[config.mk]
export PLATFORM = sky130hd
export DESIGN_NAME = pmci_vdm_tx_seq_flat
export DESIGN_NICKNAME = d
export VERILOG_FILES = /design/src/rtl/pmci_vdm_tx_seq_if.sv /design/src/rtl/pmci_vdm_tx_seq.sv /design/src/flat_wrapper.sv
export SDC_FILE = /design/constraint.sdc
export NUM_CORES = 2
export LEC_CHECK = 0
export CAP_MARGIN = 20
export CORE_MARGIN = 3
export CORE_UTILIZATION = 50
export CTS_BUF_LIST = sky130_fd_sc_hd__clkbuf_8 sky130_fd_sc_hd__clkbuf_16
export DETAILED_ROUTE_END_ITERATION = 10
export GPL_TIMING_DRIVEN = 0
export PLACE_DENSITY = 0.65
export SLEW_MARGIN = 20
export SYNTH_ARGS = -nofsm -noshare
export SYNTH_HDL_FRONTEND = slang
export SYNTH_SLANG_ARGS = --single-unit
[constraint.sdc]
create_clock -name clk -period 6.5 [get_ports clk]
set_input_delay 1.625 -clock clk [delete_from_list [all_inputs] [get_ports clk]]
set_output_delay 1.625 -clock clk [all_outputs]
set_load 0.02 [all_outputs]
[src/rtl/pmci_vdm_tx_seq_if.sv]
// PMCI VDM TX sequencer bus.
// Groups the host-side write/command signals and the packet stream toward the
// VDM TLP builder.
//   master : host/CSR side and stream sink (drives wr_*, cmd_*, err_clr, tx_ready)
//   slave  : the sequencer (drives tx_*, busy, done, fifo_cnt, err_*)
interface pmci_vdm_tx_seq_if #(
    parameter int DATA_W     = 32,
    parameter int FIFO_DEPTH = 64,
    parameter int MAX_PLD_DW = 16,
    parameter int CW         = $clog2(FIFO_DEPTH) + 1,
    parameter int PW         = $clog2(MAX_PLD_DW) + 1
);
    // Host -> sequencer
    logic              wr_valid;
    logic [DATA_W-1:0] wr_data;
    logic              cmd_valid;
    logic [CW-1:0]     cmd_len;
    logic              cmd_flush;
    logic              err_clr;
    // Packet stream
    logic              tx_valid;
    logic              tx_ready;
    logic [DATA_W-1:0] tx_data;
    logic              tx_sop;
    logic              tx_eop;
    logic              tx_som;
    logic              tx_eom;
    logic [1:0]        tx_pkt_seq;
    logic [PW-1:0]     tx_pld_len;
    logic              tx_abort;
    // Status
    logic              busy;
    logic              done;
    logic [CW-1:0]     fifo_cnt;
    logic              err_ovf;
    logic              err_cmd;

    modport master (
        output wr_valid, wr_data, cmd_valid, cmd_len, cmd_flush, err_clr, tx_ready,
        input  tx_valid, tx_data, tx_sop, tx_eop, tx_som, tx_eom, tx_pkt_seq,
               tx_pld_len, tx_abort, busy, done, fifo_cnt, err_ovf, err_cmd
    );

    modport slave (
        input  wr_valid, wr_data, cmd_valid, cmd_len, cmd_flush, err_clr, tx_ready,
        output tx_valid, tx_data, tx_sop, tx_eop, tx_som, tx_eom, tx_pkt_seq,
               tx_pld_len, tx_abort, busy, done, fifo_cnt, err_ovf, err_cmd
    );
endinterface

[src/rtl/pmci_vdm_tx_seq.sv]
// Host-side sequencer for PMCI PCIe VDM (MCTP) transmit.
// Host DWORD writes are queued in a first-word-fall-through FIFO; a commit of
// cmd_len DWORDs is cut into packets of at most MAX_PLD_DW DWORDs and streamed
// out with SOP/EOP, SOM/EOM and a 2-bit packet sequence number.
// Ports:
//   clk, rst_n : clock, asynchronous active-low reset
//   bus        : pmci_vdm_tx_seq_if.slave (host writes/commands, packet
//                stream, busy/done, fifo_cnt, sticky err_ovf/err_cmd)
module pmci_vdm_tx_seq #(
    parameter int DATA_W     = 32,
    parameter int FIFO_DEPTH = 64,   // power of 2
    parameter int MAX_PLD_DW = 16    // must not exceed FIFO_DEPTH
) (
    input  logic                    clk,
    input  logic                    rst_n,
    pmci_vdm_tx_seq_if.slave        bus
);
    localparam int CW    = $clog2(FIFO_DEPTH) + 1;
    localparam int PW    = $clog2(MAX_PLD_DW) + 1;
    localparam int PTR_W = $clog2(FIFO_DEPTH);

    localparam logic [CW-1:0] FULL_CNT = CW'(FIFO_DEPTH);
    localparam logic [CW-1:0] MAX_REM  = CW'(MAX_PLD_DW);
    localparam logic [PW-1:0] MAX_PLD  = PW'(MAX_PLD_DW);

    typedef enum logic [1:0] {IDLE = 2'd0, PKT = 2'd1, SEND = 2'd2} state_e;

    state_e            state_q, state_d;
    logic [DATA_W-1:0] mem_q [FIFO_DEPTH];
    logic [PTR_W-1:0]  wr_ptr_q, wr_ptr_d, rd_ptr_q, rd_ptr_d;
    logic [CW-1:0]     cnt_q, cnt_d, rem_q, rem_d;
    logic [PW-1:0]     pld_q, pld_d, beat_q, beat_d;
    logic              first_q, first_d, som_q, som_d, eom_q, eom_d;
    logic [1:0]        seq_q, seq_d;
    logic              done_q, done_d, abort_q, abort_d;
    logic              err_ovf_q, err_ovf_d, err_cmd_q, err_cmd_d;
    logic              sending, last_beat, full, pop, push, ovf_set, cmd_bad;

    assign sending   = (state_q == SEND);
    assign last_beat = (beat_q == pld_q - PW'(1));
    assign full      = (cnt_q == FULL_CNT);
    // Flush wins over everything: a beat presented in the flush cycle is
    // abandoned rather than consumed, and a same-cycle write is dropped.
    assign pop       = sending && bus.tx_ready && !bus.cmd_flush;
    assign push      = bus.wr_valid && !bus.cmd_flush && (!full || pop);
    assign ovf_set   = bus.wr_valid && !bus.cmd_flush && full && !pop;

    // FIFO pointer/count next state
    always_comb begin
        // NOTE: every combinational output gets a default first so no path leaves it unassigned (no latch).
        wr_ptr_d = wr_ptr_q;
        rd_ptr_d = rd_ptr_q;
        cnt_d    = cnt_q;
        if (bus.cmd_flush) begin
            wr_ptr_d = '0;
            rd_ptr_d = '0;
            cnt_d    = '0;
        end else begin
            if (push) wr_ptr_d = wr_ptr_q + PTR_W'(1);
            if (pop)  rd_ptr_d = rd_ptr_q + PTR_W'(1);
            cnt_d = cnt_q + CW'(push) - CW'(pop);
        end
    end

    // NOTE: the storage array has no reset; only pointers/count define validity, and tx_data is gated by tx_valid.
    always_ff @(posedge clk) begin
        if (push) mem_q[wr_ptr_q] <= bus.wr_data;
    end

    // Sequencer next state
    always_comb begin
        state_d = state_q;
        rem_d   = rem_q;
        first_d = first_q;
        pld_d   = pld_q;
        som_d   = som_q;
        eom_d   = eom_q;
        beat_d  = beat_q;
        seq_d   = seq_q;
        done_d  = 1'b0;
        abort_d = 1'b0;
        cmd_bad = 1'b0;
        if (bus.cmd_flush) begin
            state_d = IDLE;
            rem_d   = '0;
            abort_d = (state_q != IDLE);
        end else begin
            unique case (state_q)
                IDLE: begin
                    if (bus.cmd_valid) begin
                        if (bus.cmd_len != '0 && bus.cmd_len <= cnt_q) begin
                            rem_d   = bus.cmd_len;
                            first_d = 1'b1;
                            state_d = PKT;
                        end else begin
                            cmd_bad = 1'b1;
                        end
                    end
                end
                PKT: begin
                    pld_d   = (rem_q > MAX_REM) ? MAX_PLD : rem_q[PW-1:0];
                    som_d   = first_q;
                    eom_d   = (rem_q <= MAX_REM);
                    beat_d  = '0;
                    state_d = SEND;
                end
                SEND: begin
                    if (bus.tx_ready) begin
                        beat_d = beat_q + PW'(1);
                        if (last_beat) begin
                            rem_d   = rem_q - CW'(pld_q);
                            seq_d   = seq_q + 2'd1;
                            first_d = 1'b0;
                            if (rem_q == CW'(pld_q)) begin
                                state_d = IDLE;
                                done_d  = 1'b1;
                            end else begin
                                state_d = PKT;
                            end
                        end
                    end
                end
                default: state_d = IDLE;
            endcase
            if (bus.cmd_valid && state_q != IDLE) cmd_bad = 1'b1;
        end
    end

    // A set event in the clear cycle keeps the flag high.
    assign err_ovf_d = ovf_set | (err_ovf_q & ~bus.err_clr);
    assign err_cmd_d = cmd_bad | (err_cmd_q & ~bus.err_clr);

    always_ff @(posedge clk or negedge rst_n) begin
        if (!rst_n) begin
            state_q   <= IDLE;
            wr_ptr_q  <= '0;
            rd_ptr_q  <= '0;
            cnt_q     <= '0;
            rem_q     <= '0;
            pld_q     <= '0;
            beat_q    <= '0;
            first_q   <= 1'b0;
            som_q     <= 1'b0;
            eom_q     <= 1'b0;
            seq_q     <= 2'd0;
            done_q    <= 1'b0;
            abort_q   <= 1'b0;
            err_ovf_q <= 1'b0;
            err_cmd_q <= 1'b0;
        end else begin
            // NOTE: non-blocking assignments so every register samples pre-edge values.
            state_q   <= state_d;
            wr_ptr_q  <= wr_ptr_d;
            rd_ptr_q  <= rd_ptr_d;
            cnt_q     <= cnt_d;
            rem_q     <= rem_d;
            pld_q     <= pld_d;
            beat_q    <= beat_d;
            first_q   <= first_d;
            som_q     <= som_d;
            eom_q     <= eom_d;
            seq_q     <= seq_d;
            done_q    <= done_d;
            abort_q   <= abort_d;
            err_ovf_q <= err_ovf_d;
            err_cmd_q <= err_cmd_d;
        end
    end

    // Packet attributes are only meaningful while a beat is presented.
    assign bus.tx_valid   = sending;
    assign bus.tx_data    = sending ? mem_q[rd_ptr_q] : '0;
    assign bus.tx_sop     = sending && (beat_q == '0);
    assign bus.tx_eop     = sending && last_beat;
    assign bus.tx_som     = sending && som_q;
    assign bus.tx_eom     = sending && eom_q;
    assign bus.tx_pkt_seq = sending ? seq_q : 2'd0;
    assign bus.tx_pld_len = sending ? pld_q : '0;
    assign bus.tx_abort   = abort_q;
    assign bus.busy       = (state_q != IDLE);
    assign bus.done       = done_q;
    assign bus.fifo_cnt   = cnt_q;
    assign bus.err_ovf    = err_ovf_q;
    assign bus.err_cmd    = err_cmd_q;
endmodule

[src/flat_wrapper.sv]
// flat-port wrapper written by rule: the top's interface ports become plain ports
module pmci_vdm_tx_seq_flat 
#(
    parameter int DATA_W     = 32,
    parameter int FIFO_DEPTH = 64,                
    parameter int MAX_PLD_DW = 16                                 
)
  (clk, rst_n, bus_wr_valid, bus_wr_data, bus_cmd_valid, bus_cmd_len, bus_cmd_flush, bus_err_clr, bus_tx_ready, bus_tx_valid, bus_tx_data, bus_tx_sop, bus_tx_eop, bus_tx_som, bus_tx_eom, bus_tx_pkt_seq, bus_tx_pld_len, bus_tx_abort, bus_busy, bus_done, bus_fifo_cnt, bus_err_ovf, bus_err_cmd);
  pmci_vdm_tx_seq_if #(.DATA_W(DATA_W), .FIFO_DEPTH(FIFO_DEPTH), .MAX_PLD_DW(MAX_PLD_DW)) bus_i ();
  input  logic clk;
  input  logic rst_n;
  input wire logic [$bits(bus_i.wr_valid)-1:0] bus_wr_valid;
  input wire logic [$bits(bus_i.wr_data)-1:0] bus_wr_data;
  input wire logic [$bits(bus_i.cmd_valid)-1:0] bus_cmd_valid;
  input wire logic [$bits(bus_i.cmd_len)-1:0] bus_cmd_len;
  input wire logic [$bits(bus_i.cmd_flush)-1:0] bus_cmd_flush;
  input wire logic [$bits(bus_i.err_clr)-1:0] bus_err_clr;
  input wire logic [$bits(bus_i.tx_ready)-1:0] bus_tx_ready;
  output wire logic [$bits(bus_i.tx_valid)-1:0] bus_tx_valid;
  output wire logic [$bits(bus_i.tx_data)-1:0] bus_tx_data;
  output wire logic [$bits(bus_i.tx_sop)-1:0] bus_tx_sop;
  output wire logic [$bits(bus_i.tx_eop)-1:0] bus_tx_eop;
  output wire logic [$bits(bus_i.tx_som)-1:0] bus_tx_som;
  output wire logic [$bits(bus_i.tx_eom)-1:0] bus_tx_eom;
  output wire logic [$bits(bus_i.tx_pkt_seq)-1:0] bus_tx_pkt_seq;
  output wire logic [$bits(bus_i.tx_pld_len)-1:0] bus_tx_pld_len;
  output wire logic [$bits(bus_i.tx_abort)-1:0] bus_tx_abort;
  output wire logic [$bits(bus_i.busy)-1:0] bus_busy;
  output wire logic [$bits(bus_i.done)-1:0] bus_done;
  output wire logic [$bits(bus_i.fifo_cnt)-1:0] bus_fifo_cnt;
  output wire logic [$bits(bus_i.err_ovf)-1:0] bus_err_ovf;
  output wire logic [$bits(bus_i.err_cmd)-1:0] bus_err_cmd;
  assign bus_i.wr_valid = bus_wr_valid;
  assign bus_i.wr_data = bus_wr_data;
  assign bus_i.cmd_valid = bus_cmd_valid;
  assign bus_i.cmd_len = bus_cmd_len;
  assign bus_i.cmd_flush = bus_cmd_flush;
  assign bus_i.err_clr = bus_err_clr;
  assign bus_i.tx_ready = bus_tx_ready;
  assign bus_tx_valid = bus_i.tx_valid;
  assign bus_tx_data = bus_i.tx_data;
  assign bus_tx_sop = bus_i.tx_sop;
  assign bus_tx_eop = bus_i.tx_eop;
  assign bus_tx_som = bus_i.tx_som;
  assign bus_tx_eom = bus_i.tx_eom;
  assign bus_tx_pkt_seq = bus_i.tx_pkt_seq;
  assign bus_tx_pld_len = bus_i.tx_pld_len;
  assign bus_tx_abort = bus_i.tx_abort;
  assign bus_busy = bus_i.busy;
  assign bus_done = bus_i.done;
  assign bus_fifo_cnt = bus_i.fifo_cnt;
  assign bus_err_ovf = bus_i.err_ovf;
  assign bus_err_cmd = bus_i.err_cmd;
  pmci_vdm_tx_seq #(.DATA_W(DATA_W), .FIFO_DEPTH(FIFO_DEPTH), .MAX_PLD_DW(MAX_PLD_DW)) u_core (.clk(clk), .rst_n(rst_n), .bus(bus_i));
endmodule
==> out/metrics.cfg <==
[detailed_routing]
detail_route.first_pass.iterations=8
postRouteWirelength_um=214400
drt_iter0_drc=6119
vias=40170
wl_per_cell_um=34.11
postRouteAntennaNets=0
drc_errors=0
viasPerCell=6.390

[critical_path]
reg2reg_to=u_core.mem_q[3][8]$_DFFE_PP_
crit_path_end_kind=primary output
r2r_start=u_core.state_q[0]$_DFFE_PN0P_
crit_buf_inv=4
crit_path_end=bus_tx_data[28]
crit_required_ps=4880
cp_top_family=buffers and inverters
crit_type=reg -> out
startpoint_type=flip-flop
worst-path-stages=9
slowest_stage=clkbuf_1
cp-startpoint=u_core.rd_ptr_q[3]$_DFFE_PN0P_
cp_cell_sequence=buf_2 > clkbuf_1 > nor2_2 > clkbuf_1 > a22oi_1 > nand4_1 > nand2_1 > a31oi_1 > clkdlybuf4s50_1
critPathMaxFanout=10
ff2ff_path_depth=7
cpMostUsedCell=clkbuf_1
critPathMaxStageDelay_ps=800
rrSetupSlack_ps=1660
arrival_ps=4890

[timing]
slew_headroom_pct=16.12
setup_ws_ps=-14.30
rsz0062_at_grt=no
finalCritPeriodShare_pct=100.2
post-route-min-period_ps=6514
max_freq_mhz=153.5
hold_viol=0
skew_ps=31.91
slew_violations=0
worstMarginPinSlew_ps=1258
final-setup-viol-count=2

[power_and_ir_drop]
peakVddDrop_mv=0.2810
p_leak_nw=28.88
pwr_density_cell_nw_per_um2=301.1
fin_total_pwr_mw=28.05

[place]
numPortBuffers=101
dp_hpwl_um=143400
place_area_um2=86670
gp_congestion=0.9849
dp_cells=5907

[finish]
fin_area_um2=93130
nNetsFinal=4114
fin_cells=6287
nFillCells=11320
layout-drive-gt1-share_pct=26.72
fin_util_pct=58.60
area_growth_syn_to_layout_pct=16.07

[grt]
grt_pass1_wl_um=302700
antenna_found_initial=22
grt.total_usage_pct=26.27
overflow=0
grt_max_degree=65
grt_pass1_vias=40100

[synthesis]
synth.distinct_cells=64
synth_edf_count=2048
avgSynthCellArea_um2=22.14
synth_xor_area_share_pct=0.2620
synth-async-reset-ratio_pct=2.243
yosysWarnings=0
synth-adder-area-share_pct=0.4553
synth_compound_area_share_pct=3.434
yosysTopAreaCellShare_pct=76.64
yosysSeqAreaShare_pct=78.11
ys_ff_latch=2095
synthCells=3624
synth.top_cells.by_area=edfxtp_1, mux4_2, dfrtp_1
synth_commonest_cells=edfxtp_1, mux4_2, a22oi_1
syn-num-nets=3698
syn_area_um2=80240
synth_top_family_by_area=multiplexers
synth_flop_cell=edfxtp_1
synth-simple-area-share_pct=1.962
yosysTopAreaCell=edfxtp_1
yosys-mux-area-fraction_pct=14.35
synth_most_common_cell=edfxtp_1

[clock_tree]
ctsHoldBuffers=0
numClockSinks=2095
h-tree-depth=4
root_buffer=clkbuf_16
cts_tree=built
cts_buffer_depth=3
clk_latency_ps=810
numCtsBuffers=204
post_cts_buffers=0
clkTransAtPathRegs_ps=60

[worst_hold_path]
min_path_type=reg -> reg

[die]
die_h_um=406.6
initial_core_util_pct=50.49
core_area_um2=158900
io_pins=102
die_width_um=406.6
dieArea_um2=165300
rows=146

[status]
run_status=finished, violations left
violations=negative setup slack

[flow_run]
maxCapViolCount=0

## repair_timing
action	4_1_cts	5_1_grt
pin swaps	0	0
gates resized for setup	31	26
setup endpoints to repair	21	18
cloned	0	0
## power breakdown
part	total [mW]	leakage, nW	internal (mW)	switching [mW]
Sequential	15.0	19.0	14.9	0.0705
Combinational	1.87	6.50	0.740	1.13
Clock	11.2	3.34	6.26	4.93
## worst min-delay path by stage
| stage | start | slack (ps) | depth (start not counted) | endpoint |
|---|---|---|---|---|
| global placement | u_core.eom_q$_DFFE_PN0P_ | 460 | 2 | u_core.eom_q$_DFFE_PN0P_ |
| floorplan | u_core.som_q$_DFFE_PN0P_ | 440 | 2 | u_core.som_q$_DFFE_PN0P_ |
| CTS | u_core.som_q$_DFFE_PN0P_ | 480 | 2 | u_core.som_q$_DFFE_PN0P_ |
| detailed placement | u_core.som_q$_DFFE_PN0P_ | 470 | 2 | u_core.som_q$_DFFE_PN0P_ |
| finish | u_core.seq_q[1]$_DFFE_PN0P_ | 480 | 1 | u_core.seq_q[1]$_DFFE_PN0P_ |
| global route | u_core.som_q$_DFFE_PN0P_ | 500 | 2 | u_core.som_q$_DFFE_PN0P_ |
## registers in the layout, summed over array words and instances (netlist names), 5 cells and up
signal,count
u_core.mem_q,2048
u_core.rd_ptr_q,6
u_core.pld_q,5
u_core.rem_q,7
u_core.beat_q,5
u_core.wr_ptr_q,6
u_core.bus.fifo_cnt,7
## worst reg2reg max path, delay by kind of cell, from the launching register on
kind | cells | cell delay [ps]
buffers and inverters | 1 | 250
flip-flops | 1 | 410
AND/OR/NAND/NOR | 6 | 3840
## through the flow
| step | hold slack [ps] | setup slack (ps) | setup TNS [ps] |
|---|---|---|---|
| 3_3_place_gp | 460.3 | -2725 | -2590930 |
| 2_1_floorplan | 437.4 | 1262 | 0 |
| 6_report | 475.6 | -14.30 | -16.70 |
| 3_5_place_dp | 465.1 | 46.54 | 0 |
| 5_1_grt | 496.5 | 14.41 | 0 |
| 4_1_cts | 480.0 | 6.121 | 0 |
## kinds of logic (layout without fill, tap and decap cells)
kind of cell               Yosys count  in the layout
AOI/OAI and AO/OA                  413            413
xor gates and xnor gates            24             24
adders and majority gates           28             28
buffers and inverters              229            815
DFF                               2095           2095
muxes                              513            513
other                                0              5
and+or+nand+nor                    322            322
## area by class of cell
type	count	area, um2	area share, %
clock buffer	209	5230	5.616
multi-input combinational	1300	17020	18.27
inverter	26	97.59	0.1048
sequential	2095	62680	67.30
tap	2072	2592	2.784
clock inverter	167	1060	1.138
timing repair buffer	211	3358	3.606
antenna	5	12.51	0.01343
buffer	202	1089	1.169
## metal layers
metal	vias to the layer above	track usage [%]	routed length [um]
met1	21380	36.49	82170
met5	-	0	24
met3	393	6.066	20790
li1	16290	-	-
met4	4	10.36	8846
met2	2107	40.86	102600
## cell usage in the layout (no fill, tap or decap), drive strengths merged, types with 11 or more instances in the layout
| master | synthesis | final |
|---|---|---|
| nand2 | 84 | 84 |
| o21ai | 42 | 42 |
| o32ai | 28 | 28 |
| nor2b | 14 | 14 |
| clkdlybuf4s50 | 0 | 68 |
| clkinv | 0 | 86 |
| inv | 26 | 95 |
| edfxtp | 2048 | 2048 |
| a21oi | 84 | 84 |
| nand2b | 14 | 14 |
| xor2 | 17 | 17 |
| clkbuf | 84 | 294 |
| nor2 | 97 | 97 |
| mux4 | 510 | 510 |
| dfrtp | 47 | 47 |
| bufinv | 0 | 12 |
| a22oi | 136 | 136 |
| or4 | 28 | 28 |
| ha | 26 | 26 |
| buf | 119 | 259 |
| and2 | 11 | 11 |
| nand3 | 24 | 24 |
| o22ai | 87 | 87 |
| nor3 | 13 | 13 |
Power figures use the tool's default switching activity.
